**config.mk**
```make
export PLATFORM = sky130hd
export DESIGN_NAME = rtc_calendar_core_flat
export DESIGN_NICKNAME = d
export VERILOG_FILES = /design/src/rtl/rtc_calendar_core_if.sv /design/src/rtl/rtc_calendar_core.sv /design/src/flat_wrapper.sv
export SDC_FILE = /design/constraint.sdc
export NUM_CORES = 1
export LEC_CHECK = 0
export CORE_MARGIN = 10
export CORE_UTILIZATION = 38
export DETAILED_ROUTE_END_ITERATION = 10
export HOLD_SLACK_MARGIN = 0.03
export PLACE_DENSITY = 0.67
export SETUP_SLACK_MARGIN = 0.3
export SYNTH_ARGS = -nofsm -noshare
export SYNTH_HDL_FRONTEND = slang
export SYNTH_SLANG_ARGS = --single-unit
```
**constraint.sdc**
```tcl
create_clock -name clk -period 4.3 [get_ports clk]
set_input_delay 0.86 -clock clk [delete_from_list [all_inputs] [get_ports clk]]
set_output_delay 0.86 -clock clk [all_outputs]
set_load 0.02 [all_outputs]
```
**src/rtl/rtc_calendar_core_if.sv**
```systemverilog
`default_nettype none
// ============================================================================
// Module   : rtc_calendar_core_if
// Brief    : Control, set-value and time-output bundle of the RTC core.
// Revision : 1.0 - initial release
// ============================================================================
interface rtc_calendar_core_if;
    logic        run;
    logic        load;
    logic [15:0] set_year;
    logic [7:0]  set_month;
    logic [7:0]  set_day;
    logic [7:0]  set_hour;
    logic [7:0]  set_minute;
    logic [7:0]  set_sec;
    logic [3:0]  set_week;
    logic [15:0] year;
    logic [7:0]  month;
    logic [7:0]  day;
    logic [7:0]  hour;
    logic [7:0]  minute;
    logic [7:0]  sec;
    logic [3:0]  week;
    logic        sec_pulse;
    logic        load_ack;
    logic        load_err;

    modport master (
        output run, load, set_year, set_month, set_day, set_hour, set_minute,
               set_sec, set_week,
        input  year, month, day, hour, minute, sec, week,
               sec_pulse, load_ack, load_err
    );

    modport slave (
        input  run, load, set_year, set_month, set_day, set_hour, set_minute,
               set_sec, set_week,
        output year, month, day, hour, minute, sec, week,
               sec_pulse, load_ack, load_err
    );
endinterface
`default_nettype wire

```
**src/rtl/rtc_calendar_core.sv**
```systemverilog
`default_nettype none
// ============================================================================
// Module   : rtc_calendar_core
// Brief    : BCD Gregorian calendar/clock with validated load and prescaler.
// Revision : 1.0 - initial release
// ============================================================================
module rtc_calendar_core #(
    parameter int DIV = 1000,
    parameter int CW  = 16
) (
    input  wire logic         clk,
    input  wire logic         rst,
    rtc_calendar_core_if.slave cal
);

    function automatic logic [7:0] inc8(input logic [7:0] v);
        return (v[3:0] == 4'd9) ? {v[7:4] + 4'd1, 4'd0} : {v[7:4], v[3:0] + 4'd1};
    endfunction

    function automatic logic [7:0] inc8w(input logic [7:0] v);
        return (v == 8'h99) ? 8'h00 : inc8(v);
    endfunction

    // Two BCD digits T,U: (10T+U) mod 4 == (2T+U) mod 4.
    function automatic logic div4(input logic [7:0] b);
        if (b[4])
            return (b[3:0] == 4'd2) || (b[3:0] == 4'd6);
        else
            return (b[3:0] == 4'd0) || (b[3:0] == 4'd4) || (b[3:0] == 4'd8);
    endfunction

    function automatic logic leap(input logic [15:0] y);
        return (y[7:0] == 8'h00) ? div4(y[15:8]) : div4(y[7:0]);
    endfunction

    function automatic logic [7:0] dim(input logic [7:0] m, input logic lp);
        case (m)
            8'h02:                      return lp ? 8'h29 : 8'h28;
            8'h04, 8'h06, 8'h09, 8'h11: return 8'h30;
            default:                    return 8'h31;
        endcase
    endfunction

    logic [CW-1:0] pre_q, pre_d;
    logic [15:0]   year_q, year_d;
    logic [7:0]    month_q, month_d, day_q, day_d;
    logic [7:0]    hour_q, hour_d, minute_q, minute_d, sec_q, sec_d;
    logic [3:0]    week_q, week_d;
    logic          pulse_q, pulse_d, ack_q, ack_d, err_q, err_d;

    logic          nib_ok, set_valid, load_ok, tick;
    logic [7:0]    dim_cur, dim_set;

    assign dim_cur = dim(month_q, leap(year_q));
    assign dim_set = dim(cal.set_month, leap(cal.set_year));

    assign nib_ok = (cal.set_year[15:12] <= 4'd9) && (cal.set_year[11:8] <= 4'd9) &&
                    (cal.set_year[7:4]   <= 4'd9) && (cal.set_year[3:0]  <= 4'd9) &&
                    (cal.set_month[7:4]  <= 4'd9) && (cal.set_month[3:0] <= 4'd9) &&
                    (cal.set_day[7:4]    <= 4'd9) && (cal.set_day[3:0]   <= 4'd9) &&
                    (cal.set_hour[7:4]   <= 4'd9) && (cal.set_hour[3:0]  <= 4'd9) &&
                    (cal.set_minute[7:4] <= 4'd9) && (cal.set_minute[3:0] <= 4'd9) &&
                    (cal.set_sec[7:4]    <= 4'd9) && (cal.set_sec[3:0]   <= 4'd9);

    // Once every nibble is a decimal digit, byte compares order like numbers.
    assign set_valid = nib_ok &&
                       (cal.set_month >= 8'h01) && (cal.set_month <= 8'h12) &&
                       (cal.set_day >= 8'h01) && (cal.set_day <= dim_set) &&
                       (cal.set_hour <= 8'h23) && (cal.set_minute <= 8'h59) &&
                       (cal.set_sec <= 8'h59) &&
                       (cal.set_week >= 4'd1) && (cal.set_week <= 4'd7);

    assign load_ok = cal.load && set_valid;
    assign tick    = cal.run && (pre_q == CW'(DIV - 1));

    always_comb begin
        pre_d    = pre_q;
        year_d   = year_q;
        month_d  = month_q;
        day_d    = day_q;
        hour_d   = hour_q;
        minute_d = minute_q;
        sec_d    = sec_q;
        week_d   = week_q;
        pulse_d  = 1'b0;
        ack_d    = load_ok;
        err_d    = cal.load && !set_valid;

        if (!cal.run || tick)
            pre_d = '0;
        else
            pre_d = pre_q + CW'(1);

        if (load_ok) begin
            pre_d    = '0;
            year_d   = cal.set_year;
            month_d  = cal.set_month;
            day_d    = cal.set_day;
            hour_d   = cal.set_hour;
            minute_d = cal.set_minute;
            sec_d    = cal.set_sec;
            week_d   = cal.set_week;
        end else if (tick) begin
            pulse_d = 1'b1;
            sec_d   = (sec_q == 8'h59) ? 8'h00 : inc8(sec_q);
            if (sec_q == 8'h59) begin
                minute_d = (minute_q == 8'h59) ? 8'h00 : inc8(minute_q);
                if (minute_q == 8'h59) begin
                    hour_d = (hour_q == 8'h23) ? 8'h00 : inc8(hour_q);
                    if (hour_q == 8'h23) begin
                        week_d = (week_q == 4'd7) ? 4'd1 : week_q + 4'd1;
                        if (day_q == dim_cur) begin
                            day_d = 8'h01;
                            if (month_q == 8'h12) begin
                                month_d = 8'h01;
                                year_d[7:0]  = inc8w(year_q[7:0]);
                                year_d[15:8] = (year_q[7:0] == 8'h99) ?
                                               inc8w(year_q[15:8]) : year_q[15:8];
                            end else begin
                                month_d = inc8(month_q);
                            end
                        end else begin
                            day_d = inc8(day_q);
                        end
                    end
                end
            end
        end
    end

    always_ff @(posedge clk or posedge rst) begin
        if (rst) begin
            pre_q    <= '0;
            year_q   <= 16'h2000;
            month_q  <= 8'h01;
            day_q    <= 8'h01;
            hour_q   <= 8'h00;
            minute_q <= 8'h00;
            sec_q    <= 8'h00;
            week_q   <= 4'd6;
            pulse_q  <= 1'b0;
            ack_q    <= 1'b0;
            err_q    <= 1'b0;
        end else begin
            pre_q    <= pre_d;
            year_q   <= year_d;
            month_q  <= month_d;
            day_q    <= day_d;
            hour_q   <= hour_d;
            minute_q <= minute_d;
            sec_q    <= sec_d;
            week_q   <= week_d;
            pulse_q  <= pulse_d;
            ack_q    <= ack_d;
            err_q    <= err_d;
        end
    end

    assign cal.year      = year_q;
    assign cal.month     = month_q;
    assign cal.day       = day_q;
    assign cal.hour      = hour_q;
    assign cal.minute    = minute_q;
    assign cal.sec       = sec_q;
    assign cal.week      = week_q;
    assign cal.sec_pulse = pulse_q;
    assign cal.load_ack  = ack_q;
    assign cal.load_err  = err_q;

endmodule
`default_nettype wire

```
**src/flat_wrapper.sv**
```systemverilog
// flat-port wrapper written by rule: the top's interface ports become plain ports
module rtc_calendar_core_flat 
#(
    parameter int DIV = 1000,
    parameter int CW  = 16
)
  (clk, rst, cal_run, cal_load, cal_set_year, cal_set_month, cal_set_day, cal_set_hour, cal_set_minute, cal_set_sec, cal_set_week, cal_year, cal_month, cal_day, cal_hour, cal_minute, cal_sec, cal_week, cal_sec_pulse, cal_load_ack, cal_load_err);
  rtc_calendar_core_if cal_i ();
  input  wire logic clk;
  input  wire logic rst;
  input wire logic [$bits(cal_i.run)-1:0] cal_run;
  input wire logic [$bits(cal_i.load)-1:0] cal_load;
  input wire logic [$bits(cal_i.set_year)-1:0] cal_set_year;
  input wire logic [$bits(cal_i.set_month)-1:0] cal_set_month;
  input wire logic [$bits(cal_i.set_day)-1:0] cal_set_day;
  input wire logic [$bits(cal_i.set_hour)-1:0] cal_set_hour;
  input wire logic [$bits(cal_i.set_minute)-1:0] cal_set_minute;
  input wire logic [$bits(cal_i.set_sec)-1:0] cal_set_sec;
  input wire logic [$bits(cal_i.set_week)-1:0] cal_set_week;
  output wire logic [$bits(cal_i.year)-1:0] cal_year;
  output wire logic [$bits(cal_i.month)-1:0] cal_month;
  output wire logic [$bits(cal_i.day)-1:0] cal_day;
  output wire logic [$bits(cal_i.hour)-1:0] cal_hour;
  output wire logic [$bits(cal_i.minute)-1:0] cal_minute;
  output wire logic [$bits(cal_i.sec)-1:0] cal_sec;
  output wire logic [$bits(cal_i.week)-1:0] cal_week;
  output wire logic [$bits(cal_i.sec_pulse)-1:0] cal_sec_pulse;
  output wire logic [$bits(cal_i.load_ack)-1:0] cal_load_ack;
  output wire logic [$bits(cal_i.load_err)-1:0] cal_load_err;
  assign cal_i.run = cal_run;
  assign cal_i.load = cal_load;
  assign cal_i.set_year = cal_set_year;
  assign cal_i.set_month = cal_set_month;
  assign cal_i.set_day = cal_set_day;
  assign cal_i.set_hour = cal_set_hour;
  assign cal_i.set_minute = cal_set_minute;
  assign cal_i.set_sec = cal_set_sec;
  assign cal_i.set_week = cal_set_week;
  assign cal_year = cal_i.year;
  assign cal_month = cal_i.month;
  assign cal_day = cal_i.day;
  assign cal_hour = cal_i.hour;
  assign cal_minute = cal_i.minute;
  assign cal_sec = cal_i.sec;
  assign cal_week = cal_i.week;
  assign cal_sec_pulse = cal_i.sec_pulse;
  assign cal_load_ack = cal_i.load_ack;
  assign cal_load_err = cal_i.load_err;
  rtc_calendar_core #(.DIV(DIV), .CW(CW)) u_core (.clk(clk), .rst(rst), .cal(cal_i));
endmodule
```
; Word-level counts from Yosys, hierarchy flattened
; Index checks and enable logic that the tools add are counted.
[totals]
reg_bits = 79
input_bits = 64
output_inout_bits = 63
word_cells = 237
[classes]
addsub = 16
n_lt_le_gt_ge = 23
eq_ne = 42
mux = 62
n_reduce_logical = 75
[ops]
columns = operator, count
row1 = 8-bit 2-to-1 mux, 35
row2 = 16-bit 2-to-1 mux, 9
row3 = "4-bit by 1-bit adder with 4-bit output, second input constant", 15
row4 = "4-bit less-or-equal comparator, second input constant", 14
row5 = "4-bit equality test, second input constant", 11
row6 = "4-bit by 3-bit equality test with 1-bit output, second input constant", 9
row7 = "8-bit by 3-bit equality test with 1-bit output, second input constant", 4
row8 = 8-bit one-hot mux with 2 select lines, 2
row9 = 1-bit logical AND, 25
row10 = "8-bit by 5-bit equality test with 1-bit output, second input constant", 3
row11 = 4-bit 2-to-1 mux, 6
row12 = 3-bit nonzero test, 7
row13 = "16-bit by 1-bit adder with 16-bit output, second input constant", 1
row14 = "16-bit by 10-bit equality test with 1-bit output, second input constant", 1
row15 = "4-bit by 2-bit equality test with 1-bit output, second input constant", 4
row16 = "8-bit by 2-bit equality test with 1-bit output, second input constant", 2
row17 = "8-bit by 4-bit equality test with 1-bit output, second input constant", 2
row18 = "8-bit by 7-bit equality test with 1-bit output, second input constant", 2
row19 = "8-bit equality test, second input constant", 2
row20 = "8-bit by 1-bit greater-or-equal comparator with 1-bit output, second input constant", 2
row21 = "8-bit by 7-bit less-or-equal comparator with 1-bit output, second input constant", 2
row22 = 4-bit zero test, 4
row23 = 8-bit zero test, 2
row24 = 7-bit AND reduction, 2
row25 = other kinds (18), 52

; Longest topological paths before layout
[depth]
depth_word = 26
mapped_depth = 16
ltp_nobuf = 15

; Least setup slack after synthesis
; OpenSTA, ideal clock, no wires.
[synth_path]
path_kind = input port to flip-flop
start = input cal_set_month[4]
end = register u_core.month_q[1] (netlist: u_core.cal.month[1])
setup_ps = 87
arrival_time_ps = 3469
required_time_ps = 4213
setup_slack_ps = 744
stages = 13
path_buffers = 1
cell_sequence = nor4_1 nand3_1 nor3_1 o21ai_0 nand3_1 ha_1 or3b_2 a21boi_0 o2111ai_1 nor4b_1 clkbuf_1 a21oi_1 a22oi_1
[synth_between]
elab_chain_len = 23
word_cells_on_any_way = 38
cone_classes = order compare: 4 / eq/ne: 5 / mux: 2 / reduce/logical: 27
[synth_lines]
columns = element, line_no
row1 = start: declaration, flat_wrapper.sv:14  ; input wire logic [$bits(cal_i.set_month)-1:0] cal_set_month;
row2 = "parallel branches: the longest is 14 deep, another holds 8-bit less-or-equal comparator", n/a
row3 = 1-bit logical AND * (2 in a row), rtc_calendar_core.sv:68  ; (cal.set_day >= 8'h01) && (cal.set_day <= dim_set) &&
row4 = 1-bit logical AND * (2 in a row), rtc_calendar_core.sv:69  ; (cal.set_hour <= 8'h23) && (cal.set_minute <= 8'h59) &&
row5 = 1-bit logical AND *, rtc_calendar_core.sv:70  ; (cal.set_sec <= 8'h59) &&
row6 = 1-bit logical AND *, rtc_calendar_core.sv:71  ; (cal.set_week >= 4'd1) && (cal.set_week <= 4'd7);
row7 = 1-bit logical AND *, rtc_calendar_core.sv:73  ; assign load_ok = cal.load && set_valid;
row8 = via u_core.ack_d, rtc_calendar_core.sv:49  ; logic pulse_q, pulse_d, ack_q, ack_d, err_q, err_d;
row9 = 2-bit nonzero test (no line), n/a
row10 = 5-bit AND reduction (no line), n/a
row11 = end signal: assignment, rtc_calendar_core.sv:147  ; month_q <= month_d;
row12 = end: declaration, rtc_calendar_core.sv:46  ; logic [7:0] month_q, month_d, day_q, day_d;
; Mark *: on every way through the listed nets, which the timed path passes.
; A chain may end at the register's enable or synchronous reset.

; Final worst setup path
[layout_path]
start = input cal_set_month[3]
end = register u_core.year_q[6] (netlist: u_core.cal.year[6])
[layout_between]
elab_chain_len = 22
word_cells_on_any_way = 39
cone_classes = order compare: 4 / eq/ne: 5 / mux: 2 / reduce/logical: 28
[layout_lines]
columns = element, line_no
row1 = "parallel branches: the longest is 13 deep, another holds 8-bit less-or-equal comparator", n/a
row2 = 1-bit logical AND * (2 in a row), rtc_calendar_core.sv:68
row3 = 1-bit logical AND * (2 in a row), rtc_calendar_core.sv:69
row4 = 1-bit logical AND *, rtc_calendar_core.sv:70
row5 = 1-bit logical AND *, rtc_calendar_core.sv:71
row6 = 1-bit logical AND *, rtc_calendar_core.sv:73
row7 = 3-bit nonzero test (no line) or 2-bit nonzero test (tied branches), n/a
row8 = 7-bit AND reduction (no line), n/a
row9 = end signal: assignment, rtc_calendar_core.sv:146  ; year_q <= year_d;
row10 = end: declaration, rtc_calendar_core.sv:45  ; logic [15:0] year_q, year_d;
; Mark *: on every way between the ends.

==> run_results.csv <==
group,metric,value,unit
clocking,cts_sinks,79,
timing,hold_violations,0,
route,routed_wl,17300,µm
route,antenna_left,0,
timing,layout_min_cycle_time,3.90,ns
run,max_cap_violations,0,
timing,finalCritPeriodShare,90.7,%
clocking,clk_pin_slew,0.06,ns
clocking,holdBufCountCts,0,
synth,ys_seq_area_share,37.3,%
synth,synth_edf_count,0,
status,run_status,"finished clean",
synth,netlist_instances,633,
critical_path,critical_path_arrival,4.13,ns
synth,synth_area_per_cell,8.41,µm²
pwr,p_total,1730,µW
timing,slew_headroom,39.7,%
die,ios,127,
clocking,cts_tree,"yes",
placed_design,detailed_place_hpwl,13500,µm
clocking,cts_root_buffer,"clkbuf_16",
synth,ys_types,61,
critical_path,rrSetupSlack,0.65,ns
die,die_width,138,µm
route,wl_per_cell,18.1,µm
clocking,cts_buffer_depth,2,
placed_design,dp.cells,939,
critical_path,crit_fanout,5,
global_routing,grt_usage,17.5,%
timing,setup_viol,0,
clocking,htree_levels,3,
placed_design,place_area,6920,µm²
critical_path,required,4.53,ns
finish,nets,865,
synth,syn-num-nets,725,
clocking,clk_latency,0.35,ns
critical_path,critPathCaptureType,"register",
synth,async_reset_ff_share,100,%
placed_design,place.gp.congestion,0.866,
critical_path,worstSetupPathType,"in -> reg",
clocking,cts-buffers-inserted,9,
global_routing,grt_remaining_overflow,0,
die,start_util,38.5,%
route,drc,0,
die,row_count,43,
finish,finalNonFillerCells,958,
synth,ys_ff_latch,79,
timing,fmax,256,MHz
synth,netlist_area,5320,µm²
global_routing,grt_pass1_wl,28000,µm
pwr,peakVddDrop,0.199,mV
timing,skew,0.00768,ns
global_routing,antenna_found_initial,0,
global_routing,grt_pass1_vias,5259,
pwr,pwr_density_cell,237,nW/µm²
timing,drv_slew,0,
route,drt-met1-wl,7450,µm
finish,area_delta_synth_final,37.4,%
die,core_area,13800,µm²
timing,rsz0062_at_grt,"false",
finish,design_area,7310,µm²
pwr,cellLeakagePower,0.00310,µW
finish,antenna_cells,0,
die,die_area,19100,µm²
route,drt-initial-drc-count,441,
route,met3WireLength,1410,µm
finish,drive_gt1_share,8.48,%
route,via_per_inst,5.63,
finish,fillCellCount,1245,
route,top_layer,"met4",
synth,synth_ff_type,"dfrtp_1",
route,first_pass_iters,5,
die,die_h,138,µm
synth,ys.warnings.count,0,
timing,final.setup.tns,0,ns
hold_path,hp-class,"reg -> reg",
placed_design,io_buffers,126,
route,vias,5392,
critical_path,start_kind,"primary input",
route,dr_wl_met2,8050,µm
timing,worstMarginPinSlew,0.904,ns
global_routing,grt_max_degree,41,
[critical path, stage by stage]
cell and delay, ns:
clkdlybuf4s50_1 0.47, nor4_4 0.35, nand3_2 0.16, nor3_2 0.22, o21ai_0 0.12, nand3_1 0.11
ha_1 0.14, or3b_2 0.44, a21boi_1 0.20, o2111ai_2 0.16, nor4b_2 0.36, buf_4 0.21
mux2i_1 0.21, o21ai_0 0.10
[worst paths after layout]
path / start / endpoint / depth (start not counted)
min in group asynchronous: rst / u_core.cal.hour[0] / 2
hold / removal: u_core.pre_q[0] / u_core.pre_q[0] / 1
setup / recovery: cal_set_month[3] / u_core.cal.year[6] / 14
max in group asynchronous: rst / u_core.cal.year[13] / 3
hold reg to reg: u_core.pre_q[0] / u_core.pre_q[0] / 1
setup reg to reg: u_core.cal.month[4] / u_core.cal.year[14] / 10
[cell usage after synthesis, types with 3 or more instances]
library cell | instances | area share (%)
a31oi_1 | 7 | 0.82
dfrtp_1 | 74 | 35
nor2_1 | 86 | 6.1
nand4_1 | 14 | 1.6
xnor2_1 | 6 | 0.99
dfstp_2 | 5 | 2.5
nand3b_1 | 6 | 0.85
nor2b_1 | 8 | 0.94
ha_1 | 28 | 6.6
o21ai_0 | 44 | 4.1
nand2_1 | 43 | 3.0
mux2i_1 | 16 | 3.0
a211o_1 | 3 | 0.49
and3b_1 | 7 | 1.2
o211ai_1 | 7 | 0.99
o31ai_1 | 4 | 0.56
or3_1 | 6 | 0.71
and3_1 | 12 | 1.4
xor2_1 | 20 | 3.3
and4_1 | 3 | 0.49
nor4b_1 | 3 | 0.49
clkbuf_1 | 19 | 1.3
nor3_1 | 14 | 1.3
o31a_1 | 3 | 0.49
a21oi_1 | 52 | 4.9
nand3_1 | 42 | 3.9
inv_1 | 27 | 1.9
or4_1 | 7 | 0.99
nor4_1 | 9 | 1.1
nand2b_1 | 4 | 0.47
o21a_1 | 9 | 1.3
and2_1 | 5 | 0.59
[area by class of cell]
type	count	area, µm²	share of cell area (%)
clock inverters	5	81.3	1.11
multi-input cells	503	3180	43.4
clock buffers	11	243	3.32
repair buffers	153	1510	20.6
well taps	180	225	3.08
inverters	27	101	1.39
flip-flops and latches	79	1980	27.1
[per-layer routing]
| layer | track usage [%] | vias up |
|---|---|---|
| li1 | - | 2559 |
| met1 | 22.1 | 2573 |
| met2 | 28.0 | 233 |
| met3 | 4.66 | 27 |
| met4 | 6.60 | 0 |
| met5 | 0 | - |
[cell families after synthesis]
kind of cell | synth area share (%)
and+or+nand+nor | 28.0
AOI/OAI and AO/OA | 16.9
DFF | 37.3
buffers and inverters | 3.93
adders and majority gates | 6.58
xor gates and xnor gates | 4.28
muxes | 3.01
[report_power, final]
| group | internal, µW | total (µW) | switching [µW] |
|---|---|---|---|
| sequential | 746 | 749 | 2.49 |
| combinational | 72.5 | 143 | 70.7 |
| clock | 525 | 840 | 316 |
| total | 1340 | 1730 | 389 |
[sequential cells by signal (all words and copies together), names as in the netlist, 4 cells and up]
signal / flops
u_core.cal.year: 16
u_core.pre_q: 16
u_core.cal.day: 8
u_core.cal.hour: 8
u_core.cal.minute: 8
u_core.cal.month: 8
u_core.cal.sec: 8
u_core.cal.week: 4
[cells in the final DEF (no fill, tap or decap), types with 8 or more instances in the layout]
cell type and n:
clkdlybuf4s50_1 126, nor2_1 85, dfrtp_1 74, a21oi_1 52
o21ai_0 44, nand2_1 43, nand3_1 40, ha_1 28
inv_1 26, buf_4 23, xor2_1 20, mux2i_1 16
nand4_1 14, nor3_1 13, and3_1 12, o21a_1 9
clkbuf_16 9, nor2b_1 8, nor4_1 8
[stage by stage]
step / setup slack (ns) / hold slack [ns] / util, %
finish: 0.400 / 0.476 / 52.9
global route: 0.209 / 0.492 / 52.9
CTS: 0.314 / 0.481 / 52.4
detailed placement: 0.00320 / 0.473 / 50.0
global placement: 0.102 / 0.464 / 50.0
floorplan: 0.744 / 0.447 / -
[timing repair]
action / 4_1_cts / 5_1_grt
buffers inserted: 0 / 3
setup endpoints to repair: 0 / 76
gates resized for setup: 0 / 8
(Power assumes the default switching activity.)
